==> src/rtl/uart_dpram_pkg.sv <==
// Shared types and defaults for the UART-to-dual-port-RAM buffer controller.
package uart_dpram_pkg;

    localparam int ADDR_W_DEF = 8;
    localparam int RD_LAT_DEF = 1;

    typedef enum logic [2:0] {
        IDLE = 3'd0,
        RD   = 3'd1,
        WAIT = 3'd2,
        SEND = 3'd3,
        TXW  = 3'd4
    } state_t;

endpackage

==> src/rtl/dpram_ptr_ctrl.sv <==
// Circular-buffer bookkeeping: write/read pointers, fill count and the full check.
// Pointers wrap naturally at DEPTH because they are exactly ADDR_W bits wide.
module dpram_ptr_ctrl
    import uart_dpram_pkg::*;
#(
    parameter int ADDR_W = ADDR_W_DEF
) (
    input  logic              clk,
    input  logic              rst,
    input  logic              push_req,
    input  logic              pop,
    output logic              push_ok,
    output logic [ADDR_W-1:0] wr_ptr,
    output logic [ADDR_W-1:0] rd_ptr,
    output logic [ADDR_W:0]   count,
    output logic              drop
);

    localparam logic [ADDR_W:0] DEPTH = {1'b1, {ADDR_W{1'b0}}};

    logic full;

    // Full is judged on the count at the start of the cycle, so a same-cycle pop never frees room.
    assign full    = (count == DEPTH);
    assign push_ok = push_req && !full;
    assign drop    = push_req && full;

    // Pointer and count update; simultaneous push and pop leave the count untouched.
    always_ff @(posedge clk or posedge rst) begin
        if (rst) begin
            wr_ptr <= '0;
            rd_ptr <= '0;
            count  <= '0;
        end else begin
            if (push_ok)
                wr_ptr <= wr_ptr + ADDR_W'(1);
            if (pop)
                rd_ptr <= rd_ptr + ADDR_W'(1);
            case ({push_ok, pop})
                2'b10:   count <= count + (ADDR_W+1)'(1);
                2'b01:   count <= count - (ADDR_W+1)'(1);
                default: count <= count;
            endcase
        end
    end

endmodule

==> src/rtl/uart_dpram_ctrl.sv <==
// UART receive bytes are stored in a dual-port RAM FIFO; a key press replays
// everything stored at that moment to the UART transmitter, one byte per tx_done.
// Optional feature: define DPRAM_CTRL_OVF_EN for a sticky dropped-byte flag.
//
// state | meaning
// ------+--------------------------------------------------------------
// IDLE  | waiting for a key press with data stored
// RD    | read address holds rd_ptr, RAM access in flight
// WAIT  | extra cycle for a two-cycle RAM read
// SEND  | capture read data, pulse send_en, pop one byte
// TXW   | wait for transmitter to finish the byte
module uart_dpram_ctrl
    import uart_dpram_pkg::*;
#(
    parameter int ADDR_W = ADDR_W_DEF,
    parameter int RD_LAT = RD_LAT_DEF
) (
    input  logic              clk,
    input  logic              rst,
    input  logic [7:0]        rx_data,
    input  logic              rx_done,
    input  logic              key_flag,
    output logic              wr_en,
    output logic [ADDR_W-1:0] wr_addr,
    output logic [7:0]        wr_data,
    output logic [ADDR_W-1:0] rd_addr,
    input  logic [7:0]        rd_data,
    output logic [7:0]        tx_data,
    output logic              send_en,
    input  logic              tx_done,
    output logic              busy,
    output logic [ADDR_W:0]   count,
    output logic              overflow
);

    state_t            state;
    logic [ADDR_W:0]   remain;
    logic [ADDR_W-1:0] wr_ptr;
    logic [ADDR_W-1:0] rd_ptr;
    logic              push_ok;
    logic              pop;
    logic              start;
`ifdef DPRAM_CTRL_OVF_EN
    logic              drop;
`endif

    assign pop   = (state == SEND);
    assign start = (state == IDLE) && key_flag && (count != '0);

    dpram_ptr_ctrl #(
        .ADDR_W (ADDR_W)
    ) u_ptr (
        .clk      (clk),
        .rst      (rst),
        .push_req (rx_done),
        .pop      (pop),
        .push_ok  (push_ok),
        .wr_ptr   (wr_ptr),
        .rd_ptr   (rd_ptr),
        .count    (count),
`ifdef DPRAM_CTRL_OVF_EN
        .drop     (drop)
`else
        .drop     ()
`endif
    );

    // Write port: one registered strobe per accepted byte at the pre-increment pointer.
    always_ff @(posedge clk or posedge rst) begin
        if (rst) begin
            wr_en   <= 1'b0;
            wr_addr <= '0;
            wr_data <= '0;
        end else begin
            wr_en <= push_ok;
            if (push_ok) begin
                wr_addr <= wr_ptr;
                wr_data <= rx_data;
            end
        end
    end

    // Readout FSM. rd_addr is loaded one step ahead so the RAM data is ready
    // by SEND, giving the first send_en RD_LAT+2 cycles after the key press.
    always_ff @(posedge clk or posedge rst) begin
        if (rst) begin
            state   <= IDLE;
            remain  <= '0;
            rd_addr <= '0;
            tx_data <= '0;
            send_en <= 1'b0;
            busy    <= 1'b0;
        end else begin
            send_en <= 1'b0;
            case (state)
                IDLE: begin
                    if (start) begin
                        remain  <= count;
                        rd_addr <= rd_ptr;
                        busy    <= 1'b1;
                        state   <= RD;
                    end
                end
                RD: begin
                    rd_addr <= rd_ptr;
                    state   <= (RD_LAT == 2) ? WAIT : SEND;
                end
                WAIT: begin
                    state <= SEND;
                end
                SEND: begin
                    tx_data <= rd_data;
                    send_en <= 1'b1;
                    remain  <= remain - (ADDR_W+1)'(1);
                    rd_addr <= rd_ptr + ADDR_W'(1);
                    state   <= TXW;
                end
                TXW: begin
                    if (tx_done) begin
                        if (remain != '0) begin
                            state <= RD;
                        end else begin
                            state <= IDLE;
                            busy  <= 1'b0;
                        end
                    end
                end
                default: begin
                    state <= IDLE;
                    busy  <= 1'b0;
                end
            endcase
        end
    end

`ifdef DPRAM_CTRL_OVF_EN
    // Sticky drop flag; a drop in the same cycle as a burst start still sets it.
    always_ff @(posedge clk or posedge rst) begin
        if (rst)
            overflow <= 1'b0;
        else if (drop)
            overflow <= 1'b1;
        else if (start)
            overflow <= 1'b0;
    end
`else
    assign overflow = 1'b0;
`endif

endmodule

==> config.mk <==
export PLATFORM = sky130hd
export DESIGN_NAME = uart_dpram_ctrl
export DESIGN_NICKNAME = d
export VERILOG_FILES = /design/src/rtl/uart_dpram_pkg.sv /design/src/rtl/dpram_ptr_ctrl.sv /design/src/rtl/uart_dpram_ctrl.sv
export SDC_FILE = /design/constraint.sdc
export NUM_CORES = 1
export LEC_CHECK = 0
export ABC_AREA = 1
export BUFFER_PORTS_ARGS = -buffer_cell sky130_fd_sc_hd__buf_2
export CORE_MARGIN = 8
export CORE_UTILIZATION = 50
export CTS_CLUSTER_DIAMETER = 50
export CTS_CLUSTER_SIZE = 16
export DETAILED_ROUTE_END_ITERATION = 8
export PLACE_DENSITY = 0.74
export SYNTH_ARGS = -nofsm -noshare
export SYNTH_HDL_FRONTEND = slang
export SYNTH_SLANG_ARGS = --single-unit
==> constraint.sdc <==
create_clock -name clk -period 3.7 [get_ports clk]
set_input_delay 1.11 -clock clk [delete_from_list [all_inputs] [get_ports clk]]
set_output_delay 1.11 -clock clk [all_outputs]
set_load 0.005 [all_outputs]
== After elaboration in Yosys (flattened, before gate mapping) ==
Index checks and enable logic that the tools add are counted.
Word-level totals
  register bits: 72
  word-level logic and storage cells: 58
  output and inout bits: 45
  input port bits: 21
Operators by class
  bitwise logic cells: 1
  reduce and logical (&&, ||, !) cells: 16
  mux-type cells: 14
  add/subtract/negate cells: 5
  equal/unequal tests: 10
Operator list (count)
  9-bit case mux with 2 select lines: 2
  8-bit case mux with 3 select lines: 1
  9-bit nonzero test: 2
  9-bit by 1-bit subtractor with 9-bit output (second input constant): 2
  8-bit by 1-bit adder with 8-bit output (second input constant): 2
  3-bit case mux with 4 select lines: 1
  9-bit by 1-bit adder with 9-bit output (second input constant): 1
  9-bit == test (second input constant): 1
  9-bit 2-to-1 mux: 1
  8-bit 2-to-1 mux: 1
  3-bit by 2-bit == test with 1-bit output (second input constant): 2
  3-bit 2-to-1 mux: 2
  2-bit != test (second input constant): 3
  2-bit AND reduction: 3
  1-bit 2-to-1 mux: 5
  4-bit AND reduction: 1
  2-bit nonzero test: 2
  3-bit by 1-bit == test with 1-bit output (second input constant): 1
  3-bit == test (second input constant): 1
  1-bit logical AND: 3
  3-bit zero test: 1
  1-bit case mux with 3 select lines: 1
  3-bit nonzero test: 1
  3-bit OR reduction: 1
  other kinds (5): 5

== Longest topological paths before layout ==
  depth after elaboration: 5
  gate-level depth with buffers: 18
  gate-level depth less buffers: 17

== Modules after synthesis ==
Synthesis repeated with hierarchy kept, for this count alone.
Second synthesis, totals
  cell total of the unflattened synthesis: 457
  area, all modules: 3937.5 µm²
By module, submodules not included
  uart_dpram_ctrl: sequential area each 1176.1 µm², area an instance 2361.0 µm², instances 1, cells each 261
  dpram_ptr_ctrl: sequential area each 625.6 µm², area an instance 1576.5 µm², instances 1, cells each 196

== Worst setup path after synthesis ==
OpenSTA, ideal clock, no wires.
  path kind: input-to-reg
  from: input rx_done
  to: register u_ptr.count[8]
  data required time: 3583 ps
  buffers on the path: 1
  slack: 932 ps
  arrival: 2651 ps
  cell stages on the path: 14
  setup time: 117 ps
  path through: nand2_2 buf_2 ha_1 fa_1 nand2_1 nand2_1 nand2_1 nand2_1 nand3_1 nand2_1 nand2_1 nand2_1 nand2_1 nand2_1
On the way
  word-level cells in the longest chain between the ends: 3
  elaborated cells on any way between the ends: 5
  classes of those cells: eq/ne: 2; mux: 1; reduce/logical: 2
Ends and longest elaborated chain
  start, declared: RTL line uart_dpram_ctrl.sv:21  | input logic rx_done,
  1-bit logical AND (*): RTL line dpram_ptr_ctrl.sv:25  | assign push_ok = push_req && !full;
  2-bit by 1-bit == test with 1-bit output / 2-bit == test (equally long branches): RTL line dpram_ptr_ctrl.sv:39  | case ({push_ok, pop})
  9-bit case mux with 2 select lines / 2-bit nonzero test (equally long branches)
  end signal, assigned: RTL line dpram_ptr_ctrl.sv:40  | 2'b10: count <= count + (ADDR_W+1)'(1);
  end signal, assigned: RTL line dpram_ptr_ctrl.sv:41  | 2'b01: count <= count - (ADDR_W+1)'(1);
  end signal, assigned: RTL line dpram_ptr_ctrl.sv:42  | default: count <= count;
  end, declared: RTL line dpram_ptr_ctrl.sv:15  | output logic [ADDR_W:0] count,
Mark *: on every way between the ends. The rest lies on a longest branch, timed or not.
A chain may end at the register's enable or synchronous reset.

== Worst setup path after layout ==
  from: register u_ptr.count[0]
  to: register u_ptr.count[8]
On the way
  word-level cells in the longest chain between the ends: 5
  elaborated cells on any way between the ends: 9
  classes of those cells: add/sub: 2; eq/ne: 3; mux: 1; reduce/logical: 3
Ends and longest elaborated chain
  branches (longest 5 deep; another with 9-bit by 1-bit subtractor with 9-bit output)
Several ways; the timed one is not identified.

==> results.cfg <==
[clock_tree]
quantity_of_hold_fixing_buffers_added_after_cts = 0
cts_post_setup_buffers_inserted = 0
cts_tree = yes
clkTransAtPathRegs_ps = 80
clock_sink_count = 72
post_cts.resized_instances = 0
cts_root_buffer = sky130_fd_sc_hd__clkbuf_8
htree_levels = 3
max-clock-path-buffers = 2
clkLatencyLatePin_ps = 350
numCtsBuffers = 9

[detailed_routing]
drt-vias-per-instance = 4.93
routed_wirelength_um = 8180
iteration_0_drc_markers = 120
post-route-drc-count = 0
drt.antenna.violating_nets = 0
drt_pass1_iterations = 6
route.vias.total = 3048
wl_per_cell_um = 13.2

[yosys]
yosysWarningCount = 0
yosys.area.top_type_share_pct = 50.1
synth_edf_count = 0
synth_top_cell_by_area = sky130_fd_sc_hd__dfrtp_1
synth_top_cells_by_area = sky130_fd_sc_hd__dfrtp_1 (50%), sky130_fd_sc_hd__nand2_1 (18%), sky130_fd_sc_hd__inv_1 (5.3%)
synthCells = 447
synth_seq_cells = 72
syn-cell-area_mm2 = 0.00360
post_synth.cell_area_avg_um2 = 8.05
synth_seq_area_share_pct = 50.1
ys.flop_type = sky130_fd_sc_hd__dfrtp_1
yosysUniqueCellTypes = 34
synth.net_count = 480
async_flop_share_pct = 100

[setup_path]
path_cells = nor2_1 -> nand2_1 -> nor2_1 -> nand2_1 -> nand2_2 -> ha_1 -> ha_1 -> inv_1 -> o21ai_0 -> a21oi_1 -> nand2_1 -> nand2_1 -> nand2_1 -> nand2_1 -> nand2_1
critical_path.max_fanout = 9
max_stage_delay_ps = 490
cp-end-kind = flip-flop
timing.critical_path.max_delay_family = simple AND/OR/NAND/NOR gates
cp.required_ps = 3940
critPathArrivalTime_ps = 2930
crit_path_start_kind = flip-flop
crit_path_top_delay_cell = sky130_fd_sc_hd__dfrtp_1
cp_num_buf_inv = 1
cp_common_cell = sky130_fd_sc_hd__nand2_1
criticalPathCategory = flip-flop to flip-flop

[die]
i_o_pin_cnt = 66
dieArea_mm2 = 0.0102
num_rows = 31
die_width_um = 101
die_h_um = 101
initial_utilization_pct = 50.7
placeableCoreArea_mm2 = 0.00710

[finish]
multi_input_area_mm2 = 0.00154
post_route_cells_drive_above_1_share_pct = 18.7
final_cell_area_mm2 = 0.00419
antenna_cells = 0
mostFrequentLayoutCell = sky130_fd_sc_hd__nand2_1
nFillCells = 681
final_util_pct = 59.0
syn_to_final_growth_pct = 16.3
most-common-layout-cells = sky130_fd_sc_hd__nand2_1 (171), sky130_fd_sc_hd__dfrtp_1 (72), sky130_fd_sc_hd__buf_2 (64)
layout.area.seq_mm2 = 0.00180
final_nets = 547

[sta]
fmaxAchievable_ghz = 0.371
final-max-slew-violation-count = 0
final_hold_viol_count = 0
portion_of_the_clock_cycle_consumed_by_the_worst_path_in_the_final_layout_pct = 72.8
grt_setup_unrepaired = false
worst_slew_margin_rel_pct = 49.3
timing.clock.skew_ps = 11.1
totalNegativeSetupSlack_ps = 0
final-setup-viol-count = 0
worst_slew_pin_slew_ps = 759
fin_crit_ps = 2690

[placement]
place.port_buffers = 64
dpl_cell_area_mm2 = 0.00402
dp_hpwl_um = 5980
routabilityCongestion = 0.979

[outcome]
outcome = completed

[global_routing]
largest_net_degree_at_the_start_of_global_routing = 38
track_usage_pct = 17.3
grt_first_pass_wirelength_um = 13800
globalRouteOverflowTotal = 0
antenna_found_initial = 0
first_global_vias = 3061

[run]
cap_viol_max_count = 0

[power_and_ir_drop]
leakage_nw = 2.32
p_per_area_mw_per_mm2 = 799
worst_ir_drop_vdd_mv = 0.358

[hold_path]
hold_path_class = flip-flop to flip-flop
worst paths after layout:
kind / to / start / cells past startpoint / slack (ps)
worst max-delay path: u_ptr.count[8] / u_ptr.count[0] / 15 / 1010
worst min-delay path: tx_data[2] / tx_data[2] / 2 / 470
worst max register to register: u_ptr.count[8] / u_ptr.count[0] / 15 / 1010
worst min register to register: tx_data[2] / tx_data[2] / 2 / 470
max in group asynchronous: tx_data[5] / rst / 3 / 2160
min in group asynchronous: tx_data[0] / rst / 2 / 890
state kept, by name, summed over array words and instances (netlist names):
signal        count
wr_en             1
remain            9
u_ptr.count       9
state             3
send_en           1
u_ptr.rd_ptr      8
rd_addr           8
wr_data           8
u_ptr.wr_ptr      8
busy              1
tx_data           8
wr_addr           8
metal layers:
metal	global-route usage [%]	up-vias	share of wire [%]
li1	-	1529	-
met1	19.8	1437	44
met2	29.0	69	49
met3	4.70	13	4.9
met4	8.49	0	1.7
met5	0	-	0
cell families after synthesis:
logic type | Yosys count | share of synthesized area (%)
and+or+nand+nor | 242 | 28.2
adders and majority gates | 12 | 4.38
DFF | 72 | 50.1
other | 1 | 0.104
AOI/OAI and AO/OA | 46 | 7.27
xor gates and xnor gates | 12 | 2.92
buffers and inverters | 62 | 7.06
cell type report:
cell class              count  share of cell area [%]
clock buffers              10                    3.05
clock inverters             6                    1.05
inverters                  51                    4.57
multi-input cells         313                    36.9
flip-flops and latches     72                    43.0
well taps                  99                    2.96
repair buffers             67                    8.49
cell usage after synthesis, types with 3 or more instances:
cell type                   n
sky130_fd_sc_hd__nand4_1    4
sky130_fd_sc_hd__nand2_1  171
sky130_fd_sc_hd__buf_2      8
sky130_fd_sc_hd__o21ai_0   27
sky130_fd_sc_hd__a21oi_1    8
sky130_fd_sc_hd__o21ai_2    4
sky130_fd_sc_hd__xnor2_1    4
sky130_fd_sc_hd__nor2_1    28
sky130_fd_sc_hd__inv_1     51
sky130_fd_sc_hd__dfrtp_1   72
sky130_fd_sc_hd__nand2_4    3
sky130_fd_sc_hd__nand3_1   25
sky130_fd_sc_hd__xor2_1     8
sky130_fd_sc_hd__ha_1      11
power breakdown:
| part | total (W) | internal, W | switching, W |
|---|---|---|---|
| combinational | 0.00145 | 0.000558 | 0.000887 |
| sequential | 0.00134 | 0.00109 | 0.000251 |
| clock | 0.000561 | 0.000247 | 0.000314 |
through the flow:
step,hold WS (ps),cells,setup WS [ps],power (W)
after CTS,478,618,1030,0.00338
after floorplan,461,447,765,0.00235
after global routing,500,618,726,0.00366
after global placement,452,602,922,0.00275
final,471,618,1010,0.00335
after detailed placement,458,602,862,0.00281
worst reg2reg max path, delay by kind of cell (launching register included):
family,cells,cell delay [ps]
DFF,1,490
AOI/OAI and AO/OA,2,380
and+or+nand+nor,10,910
buffers and inverters,1,90
adders and majority gates,2,720
Note: power is estimated with default switching activity, not from simulation.
